$ cat src/rtl/lock_key_sequencer_if.sv
// Key-load bus for lock_key_sequencer: valid/ready word
// transfer, master = key source, slave = sequencer.
interface lock_key_sequencer_if #(
  parameter int KEY_W = 5
);
  logic             load_valid;
  logic             load_ready;
  logic [KEY_W-1:0] load_data;
  logic             load_last;

  modport master (
    output load_valid,
    output load_data,
    output load_last,
    input  load_ready
  );

  modport slave (
    input  load_valid,
    input  load_data,
    input  load_last,
    output load_ready
  );
endinterface

$ cat src/rtl/lock_key_sequencer.sv
// Key schedule driver for a time-phased locked FSM: stores
// NUM_KEYS key words and presents key[phase/HOLD] on key_out.
// Ports: clk, rst (async, active-high), clr (sync clear),
//   ld (load bus slave: valid/ready/data/last), arm (run level),
//   key_out/key_valid (registered key), phase (negedge mirror
//   of the consumer counter), err (sticky load error).
// Option: KEYSEQ_ZEROIZE_EN clears keys on error, clr, de-arm.
module lock_key_sequencer #(
  parameter  int KEY_W    = 5,
  parameter  int NUM_KEYS = 2,
  parameter  int HOLD     = 2,
  localparam int P        = NUM_KEYS * HOLD,
  localparam int PH_W     = (P > 1) ? $clog2(P) : 1
) (
  input  logic             clk,
  input  logic             rst,
  input  logic             clr,
  lock_key_sequencer_if.slave ld,
  input  logic             arm,
  output logic [KEY_W-1:0] key_out,
  output logic             key_valid,
  output logic [PH_W-1:0]  phase,
  output logic             err
);

`ifdef KEYSEQ_ZEROIZE_EN
  localparam bit ZEROIZE = 1'b1;
`else
  localparam bit ZEROIZE = 1'b0;
`endif

  localparam int IDX_W = $clog2(NUM_KEYS + 1);
  localparam logic [IDX_W-1:0] LAST_IDX =
    IDX_W'(NUM_KEYS - 1);

  typedef enum logic [2:0] {
    IDLE, LOAD, READY, RUN, ERROR
  } state_t;

  state_t           st_q, st_d;
  logic [IDX_W-1:0] idx_q, idx_d, widx;
  logic             we, zero, hs;
  logic [KEY_W-1:0] key_q [NUM_KEYS];
  logic [PH_W-1:0]  phase_q;
  logic [KEY_W-1:0] act_key;
  logic [KEY_W-1:0] key_out_q, key_out_d;
  logic             kv_q, kv_d;

  // Free-running so it tracks a consumer reset by the same rst.
  always_ff @(negedge clk or posedge rst) begin
    if (rst)
      phase_q <= '0;
    else if (phase_q >= PH_W'(P - 1))
      phase_q <= '0;
    else
      phase_q <= phase_q + 1'b1;
  end

  // No word is taken while clr wins or arm moves READY to RUN.
  assign ld.load_ready = !rst && !clr &&
    (st_q == IDLE || st_q == LOAD ||
     (st_q == READY && !arm));

  assign hs = ld.load_valid && ld.load_ready;

  always_comb begin
    st_d  = st_q;
    idx_d = idx_q;
    we    = 1'b0;
    widx  = idx_q;
    zero  = 1'b0;
    if (clr) begin
      st_d  = IDLE;
      idx_d = '0;
      zero  = ZEROIZE;
    end else begin
      unique case (st_q)
        IDLE, READY: begin
          if (st_q == READY && arm) begin
            st_d = RUN;
          end else if (hs) begin
            if (ld.load_last && NUM_KEYS > 1) begin
              st_d = ERROR;
              zero = ZEROIZE;
            end else begin
              we    = 1'b1;
              widx  = '0;
              idx_d = IDX_W'(1);
              st_d  = ld.load_last ? READY : LOAD;
            end
          end
        end
        LOAD: begin
          if (hs) begin
            if (ld.load_last == (idx_q == LAST_IDX) &&
                idx_q <= LAST_IDX) begin
              we    = 1'b1;
              idx_d = idx_q + 1'b1;
              if (ld.load_last)
                st_d = READY;
            end else begin
              st_d = ERROR;
              zero = ZEROIZE;
            end
          end
        end
        RUN: begin
          if (!arm) begin
            st_d = READY;
            zero = ZEROIZE;
          end
        end
        ERROR: begin
          st_d = ERROR;
        end
        default: st_d = IDLE;
      endcase
    end
  end

  always_ff @(posedge clk or posedge rst) begin
    if (rst) begin
      st_q  <= IDLE;
      idx_q <= '0;
    end else begin
      st_q  <= st_d;
      idx_q <= idx_d;
    end
  end

  always_ff @(posedge clk or posedge rst) begin
    if (rst) begin
      for (int i = 0; i < NUM_KEYS; i++)
        key_q[i] <= '0;
    end else begin
      for (int i = 0; i < NUM_KEYS; i++) begin
        if (zero)
          key_q[i] <= '0;
        else if (we && widx == IDX_W'(i))
          key_q[i] <= ld.load_data;
      end
    end
  end

  // Window index k = phase / HOLD.
  always_comb begin
    act_key = '0;
    for (int i = 0; i < NUM_KEYS; i++) begin
      if (32'(phase_q) / 32'(HOLD) == 32'(i))
        act_key = key_q[i];
    end
  end

  always_comb begin
    kv_d      = (st_q == RUN);
    key_out_d = kv_d ? act_key : '0;
  end

  always_ff @(posedge clk or posedge rst) begin
    if (rst) begin
      key_out_q <= '0;
      kv_q      <= 1'b0;
    end else begin
      key_out_q <= key_out_d;
      kv_q      <= kv_d;
    end
  end

  assign key_out   = key_out_q;
  assign key_valid = kv_q;
  assign phase     = phase_q;
  assign err       = (st_q == ERROR);

endmodule
$ cat src/flat_wrapper.sv
// flat-port wrapper written by rule: the top's interface ports become plain ports
module lock_key_sequencer_flat 
#(
  parameter  int KEY_W    = 5,
  parameter  int NUM_KEYS = 2,
  parameter  int HOLD     = 2,
  localparam int P        = NUM_KEYS * HOLD,
  localparam int PH_W     = (P > 1) ? $clog2(P) : 1
)
  (clk, rst, clr, arm, key_out, key_valid, phase, err, ld_load_valid, ld_load_data, ld_load_last, ld_load_ready);
  lock_key_sequencer_if #(.KEY_W(KEY_W)) ld_i ();
  input  logic clk;
  input  logic rst;
  input  logic clr;
  input  logic arm;
  output logic [KEY_W-1:0] key_out;
  output logic key_valid;
  output logic [PH_W-1:0] phase;
  output logic err;
  input wire logic [$bits(ld_i.load_valid)-1:0] ld_load_valid;
  input wire logic [$bits(ld_i.load_data)-1:0] ld_load_data;
  input wire logic [$bits(ld_i.load_last)-1:0] ld_load_last;
  output wire logic [$bits(ld_i.load_ready)-1:0] ld_load_ready;
  assign ld_i.load_valid = ld_load_valid;
  assign ld_i.load_data = ld_load_data;
  assign ld_i.load_last = ld_load_last;
  assign ld_load_ready = ld_i.load_ready;
  lock_key_sequencer #(.KEY_W(KEY_W), .NUM_KEYS(NUM_KEYS), .HOLD(HOLD)) u_core (.clk(clk), .rst(rst), .clr(clr), .ld(ld_i), .arm(arm), .key_out(key_out), .key_valid(key_valid), .phase(phase), .err(err));
endmodule
$ cat config.mk
export PLATFORM = sky130hd
export DESIGN_NAME = lock_key_sequencer_flat
export DESIGN_NICKNAME = d
export VERILOG_FILES = /design/src/rtl/lock_key_sequencer_if.sv /design/src/rtl/lock_key_sequencer.sv /design/src/flat_wrapper.sv
export SDC_FILE = /design/constraint.sdc
export NUM_CORES = 1
export LEC_CHECK = 0
export BUFFER_PORTS_ARGS = -buffer_cell sky130_fd_sc_hd__buf_2
export CAP_MARGIN = 20
export CORE_MARGIN = 5
export CORE_UTILIZATION = 39
export DETAILED_ROUTE_END_ITERATION = 10
export GPL_ROUTABILITY_DRIVEN = 0
export PLACE_DENSITY = 0.63
export SETUP_SLACK_MARGIN = 0.1
export SLEW_MARGIN = 15
export SYNTH_ARGS = -nofsm -noshare
export SYNTH_HDL_FRONTEND = slang
export SYNTH_SLANG_ARGS = --single-unit
$ cat constraint.sdc
create_clock -name clk -period 3.15 [get_ports clk]
set_input_delay 0.1575 -clock clk [delete_from_list [all_inputs] [get_ports clk]]
set_output_delay 0.1575 -clock clk [all_outputs]
set_load 0.02 [all_outputs]
==> results of run 1 <==
[kinds of logic (layout without fill, tap and decap cells)]
kind of cell | after synthesis | after routing
adders and majority gates | 2 | 2
and+or+nand+nor | 27 | 27
AOI/OAI and AO/OA | 23 | 23
DFF | 23 | 23
muxes | 15 | 15
buffers and inverters | 8 | 30
[power groups by stage]
stage	sequential (mW)	combinational, mW	clock (mW)
4_1_cts	0.338	0.0808	0.151
6_report	0.338	0.0792	0.147
5_1_grt	0.341	0.0889	0.158
2_1_floorplan	0.336	0.0619	0
3_5_place_dp	0.344	0.0795	0
3_3_place_gp	0.342	0.0757	0
[per-stage QoR]
stage	hold WS (ns)	utilization [%]
2_1_floorplan	0.165	-
3_3_place_gp	0.0846	45.1
3_5_place_dp	0.0847	45.1
4_1_cts	0.0462	46.6
5_1_grt	0.0586	46.6
6_report	0.0474	46.6
[routing by layer]
metal	wire, um	part of all wire (%)	up-vias
met4	30	1.3	0
met3	65	2.9	4
li1	-	-	402
met2	1140	51	9
met5	0	0	-
met1	1010	45	402
[cell usage after synthesis, drive strengths merged, types with 2 or more instances]
cell / n
nor3: 2
inv: 4
mux2: 10
ha: 2
a211oi: 3
nor2: 12
a21oi: 4
clkbuf: 2
mux2i: 5
nand2b: 4
o21a: 2
buf: 2
nand2: 2
dfrtp: 21
o21ai: 6
dfrtn: 2
[sequential cells by signal, indices dropped and copies added, names as in the netlist]
name,flops
u_core.key_valid,1
u_core.st_q,3
u_core.key_q,10
u_core.key_out,5
u_core.phase,2
u_core.idx_q,2
[worst paths after layout]
| kind | from | depth (start not counted) | to | slack (ns) |
|---|---|---|---|---|
| worst max-delay path | u_core.phase[1] | 1 | phase[1] | 0.24 |
| worst min-delay path | ld_load_data[0] | 2 | u_core.key_q[0] | 0.05 |
| worst max register to register | u_core.phase[1] | 2 | u_core.key_out[1] | 0.56 |
| min in group asynchronous | rst | 3 | u_core.key_out[0] | 0.27 |
| max in group asynchronous | rst | 3 | u_core.phase[0] | 1.23 |
| worst min register to register | u_core.phase[0] | 1 | u_core.phase[0] | 0.37 |
[layout make-up]
type / count / area, um2 / area share, %
clock buffers: 3 / 22.5 / 1.75
clock inverters: 1 / 7.51 / 0.585
inverters: 4 / 15.0 / 1.17
multi-input cells: 67 / 507 / 39.5
flip-flops and latches: 23 / 576 / 44.8
well taps: 31 / 38.8 / 3.02
repair buffers: 22 / 118 / 9.16
==> out/metrics.csv, run 1 <==
metric;value;unit
Synth area leader;dfrtp_1;
Initial DRT Pass Iterations;4;
# IOs;21;
postcts setup bufs;0;
mux cell area share after synthesis;14.5;%
Finished Layout Cells;151;
DP Area;1240;um2
critical-path cell list;buf_2;
Pwr Total;0.564;mW
Chip Height;63.6;um
cell-internal power;0.411;mW
final slew viol count;0;
Hold Crit Class;input pin to flip-flop;
Netlist cell types;35;
critical path class;flip-flop to primary output;
maxcap violations;0;
grt total ovfl;0;
GRT Util Overall;11.8;%
run status;finished clean;
Net count, final;134;
vias;817;
CTS sink count;23;
M1 GR Usage;14.3;%
Finished Cell Area;1280;um2
RSZ-0062 raised after global routing;no;
Slowest Stage Delay on Critical Path;0.62;ns
most common cell after layout, fill and taps aside;dfrtp_1;
core area;2760;um2
top cells by area, synth;dfrtp_1, mux2_2, dfrtn_1;
Primary FF master, synth;dfrtp_1;
vias in the first global route;889;
VDD IR max;0.000287;V
Post-synth ARST share;100;%
met3 usage;2.84;%
crit path max fanout;7;
first-iteration detailed-routing DRC count;14;
Synth Register Bits;23;
Layout area overhead;14.6;%
starting density of the core;40.6;%
Max-slew headroom;55.2;%
sequential share of power;59.9;%
CTS buffer count;3;
pwr dens;439;nW/um2
Buffers on Ports;20;
Clock Latency Late Sink;0.33;ns
Synth Area in Compound Gates;16.0;%
main combinational cell family by area after synthesis;compound AO/OA/AOI/OAI gates;
Die ar.;4040;um2
syn_nets;111;
switching power;0.153;mW
Syn Area/Cell;11.4;um2
cell area after synthesis;1120;um2
Worst Setup End Kind;primary output;
met2 GRT Util;20.2;%
post-route setup slack;0.242;ns
Final ANT Viol Nets;0;
CTS tree;yes;
CP max-delay cell;dfrtn_1;
Synth warnings;0;
Routed WL per cell;14.9;um
total negative slack;0;ns
pre-CTS setup slack;0.546;ns
CP top delay family;flip-flops;
share of cells above drive strength 1;31.7;%
maximum clock insertion buffer count;2;
most frequent cells in the layout;dfrtp_1, buf_2, nor2_1;
CTS resizes;0;
row count;19;
clk root buf;clkbuf_4;
Switching Share;27.2;%
largest net degree at the start of global routing;22;
worst clock skew;0.0118;ns
most crowded layer after global routing;met2;
Remaining DRCs;0;
critical path arrival;2.75;ns
final wirelength;2250;um
initial antenna violation count;0;
Worst setup SP type;flip-flop;
Ant. Diodes;0;
Yosys top cell area share;46.9;%
XOR/XNOR share of the synthesized area;0;%
vias per inst;5.41;
clk slew on worst S/H paths;0.13;ns
Clk pwr share;26.1;%
worst path required time;2.99;ns
power share of the combinational group;14.0;%
first-pass GRT wire length;3840;um
leakage power;0.592;nW
Max H-tree Level;1;
Buf+Inv Stages, Crit Path;1;
Post-DP HPWL;1680;um
Post-Synth Adder-Cell Area;2.23;%
Worst Max-Slew Pin Slew;0.669;ns
fill count;269;
setup violators final;0;
Fin. Hold Viols;0;
Cells after DPL;146;
simple-gate portion of the synthesized area;12.5;%
Die X-Extent;63.6;um
Post-synth EDFFs;0;
Synth Instances;98;
# hold bufs at CTS;1;
post-synthesis sequential area ratio;51.4;%
Power figures use the tool's default switching activity.
==> run 2: changes to the inputs <==
Settings changed: PLACE_DENSITY 0.63 to unset, PLACE_DENSITY_LB_ADDON set to 0.3.
==> run 2 against run 1 <==
Worst setup slack improved by 0.0080 ns; clock power fell by 7%; sequential power barely moved; register-to-register slack got worse by 0.03 ns; non-clock buffer count did not move; via count rose by 0.37%; clock-buffer cell count did not move; final cell count did not move; combinational power rose by 2.9%; critical path type unchanged; critical endpoint unchanged; largest power group unchanged.
==> out/metrics.csv, run 2 (same netlist as run 1, synthesis figures left out) <==
metric;value;unit;change
maximum clock insertion buffer count;2;;unchanged
CP Depth;1;;unchanged
# IOs;21;;unchanged
Buf+Inv Stages, Crit Path;1;;unchanged
share of cells above drive strength 1;31.7;%;unchanged
Buffers on Ports;20;;unchanged
vias;820;;+0.37%
crit path from;u_core.phase[1];;
CP max-delay cell;dfrtn_1;;
Largest register FFs;10;;unchanged
multi-input logic area;507;um2;unchanged
Ant. Diodes;0;;unchanged
worst clock skew;0.00881;ns;-0.00298 ns
CTS sink count;23;;unchanged
initial antenna violation count;0;;unchanged
Reg2Reg Launch Point;u_core.phase[1];;
Max H-tree Level;1;;unchanged
first-pass GRT wire length;3970;um;+3.2%
crit path max fanout;7;;unchanged
Clock Latency Late Sink;0.31;ns;-0.02 ns
CTS buffer count;3;;unchanged
Routed WL per cell;14.9;um;about the same
Initial DRT Pass Iterations;4;;unchanged
pwr dens;434;nW/um2;-1.2%
Remaining DRCs;0;;unchanged
final wirelength;2250;um;about the same
Fin. Hold Viols;0;;unchanged
vias in the first global route;883;;-0.67%
Worst Max-Slew Pin Slew;0.697;ns;+0.0280 ns
total negative slack;0;ns;unchanged
Worst setup SP type;flip-flop;;
Die X-Extent;63.6;um;unchanged
Layout area overhead;14.4;%;
Hold Crit Class;input pin to flip-flop;;
Worst Setup End Kind;primary output;;
Cells after DPL;146;;unchanged
postcts setup bufs;0;;unchanged
Chip Height;63.6;um;unchanged
CTS resizes;0;;unchanged
grt total ovfl;0;;unchanged
reg2reg path depth;2;;unchanged
vias per inst;5.43;;+0.37%
Max-slew headroom;53.3;%;-1.9 points
most frequent cells in the layout;dfrtp_1, buf_2, nor2_1;;
CP top delay family;flip-flops;;
row count;19;;unchanged
Net count, final;134;;unchanged
hold_sp;clr;;
sequential standard cell area;576;um2;unchanged
leakage power;0.596;nW;+0.64%
VDD IR max;0.000219;V;-24%
worst path required time;2.99;ns;about the same
final slew viol count;0;;unchanged
starting density of the core;40.6;%;unchanged
Die ar.;4040;um2;unchanged
largest net degree at the start of global routing;21;;-4.5%
Final ANT Viol Nets;0;;unchanged
core area;2760;um2;unchanged
critical path class;flip-flop to primary output;;
maxcap violations;0;;unchanged
Slowest Stage Delay on Critical Path;0.63;ns;about the same
critical path arrival;2.74;ns;about the same
first-iteration detailed-routing DRC count;44;;+30
clk root buf;clkbuf_4;;
Largest Register;u_core.key_q;;
Finished Layout Cells;151;;unchanged
hold slack;0.0773;ns;+0.0299 ns
clk slew on worst S/H paths;0.13;ns;about the same
GRT Util Overall;12.2;%;+0.38 points
run status;finished clean;;
Post-DP HPWL;1690;um;+0.33%
fill count;266;;-1.1%
most common cell after layout, fill and taps aside;dfrtp_1;;
setup violators final;0;;unchanged
CTS tree;yes;;
RSZ-0062 raised after global routing;no;;
worst hold path cell count;2;;unchanged
critical-path cell list;buf_2;;
-- run 2: cell count changes in the layout (fill, tap and decap cells not counted), sizes merged --
cell and delta:
clkinv +1, clkinvlp -1
-- run 2: path summary, 6_finish.rpt --
| check | slack [ns] | end |
|---|---|---|
| max | 0.25 | phase[1] |
| max in group asynchronous | 1.18 | u_core.phase[0] |
| min reg2reg | 0.37 | u_core.phase[0] |
| max reg2reg | 0.53 | u_core.key_out[3] |
| min in group asynchronous | 0.31 | u_core.key_out[2] |
| min | 0.08 | u_core.idx_q[0] |
-- run 2: power by group --
group / switching (mW) / internal [mW] / total, mW
Sequential: 0.0160 / 0.321 / 0.337
Combinational: 0.0407 / 0.0408 / 0.0815
Clock: 0.0899 / 0.0475 / 0.137
Total: 0.147 / 0.410 / 0.556
-- run 2: per-layer routing --
layer	routed length [um]	global-route usage [%]	share of wire (%)	up-vias
li1	-	-	-	397
met1	993	15.1	44	397
met2	1120	19.4	50	20
met3	94	3.20	4.2	6
met4	44	5.97	2.0	0
met5	0	0	0	-
-- run 2: metrics by stage --
stage	util [%]	instance area, um2	total power, mW	setup slack, ns
6_report	46.5	1280	0.556	0.250
5_1_grt	46.5	1280	0.586	0.198
4_1_cts	46.5	1280	0.561	0.244
3_5_place_dp	45.1	1240	0.425	0.542
3_3_place_gp	45.1	1240	0.421	0.629
2_1_floorplan	-	1120	0.398	0.402
-- run 2: final cells by class --
cell class / instances / share of cell area, %
multi-input cells: 67 / 39.6
clock buffers: 3 / 1.76
inverters: 4 / 1.17
flip-flops and latches: 23 / 44.9
repair buffers: 22 / 9.18
well taps: 31 / 3.03
clock inverters: 1 / 0.391
-- run 2: repair_timing --
action	4_1_cts	5_1_grt
hold buffers	1	0
endpoints found under the hold margin	2	0
endpoints found under the setup margin	0	0
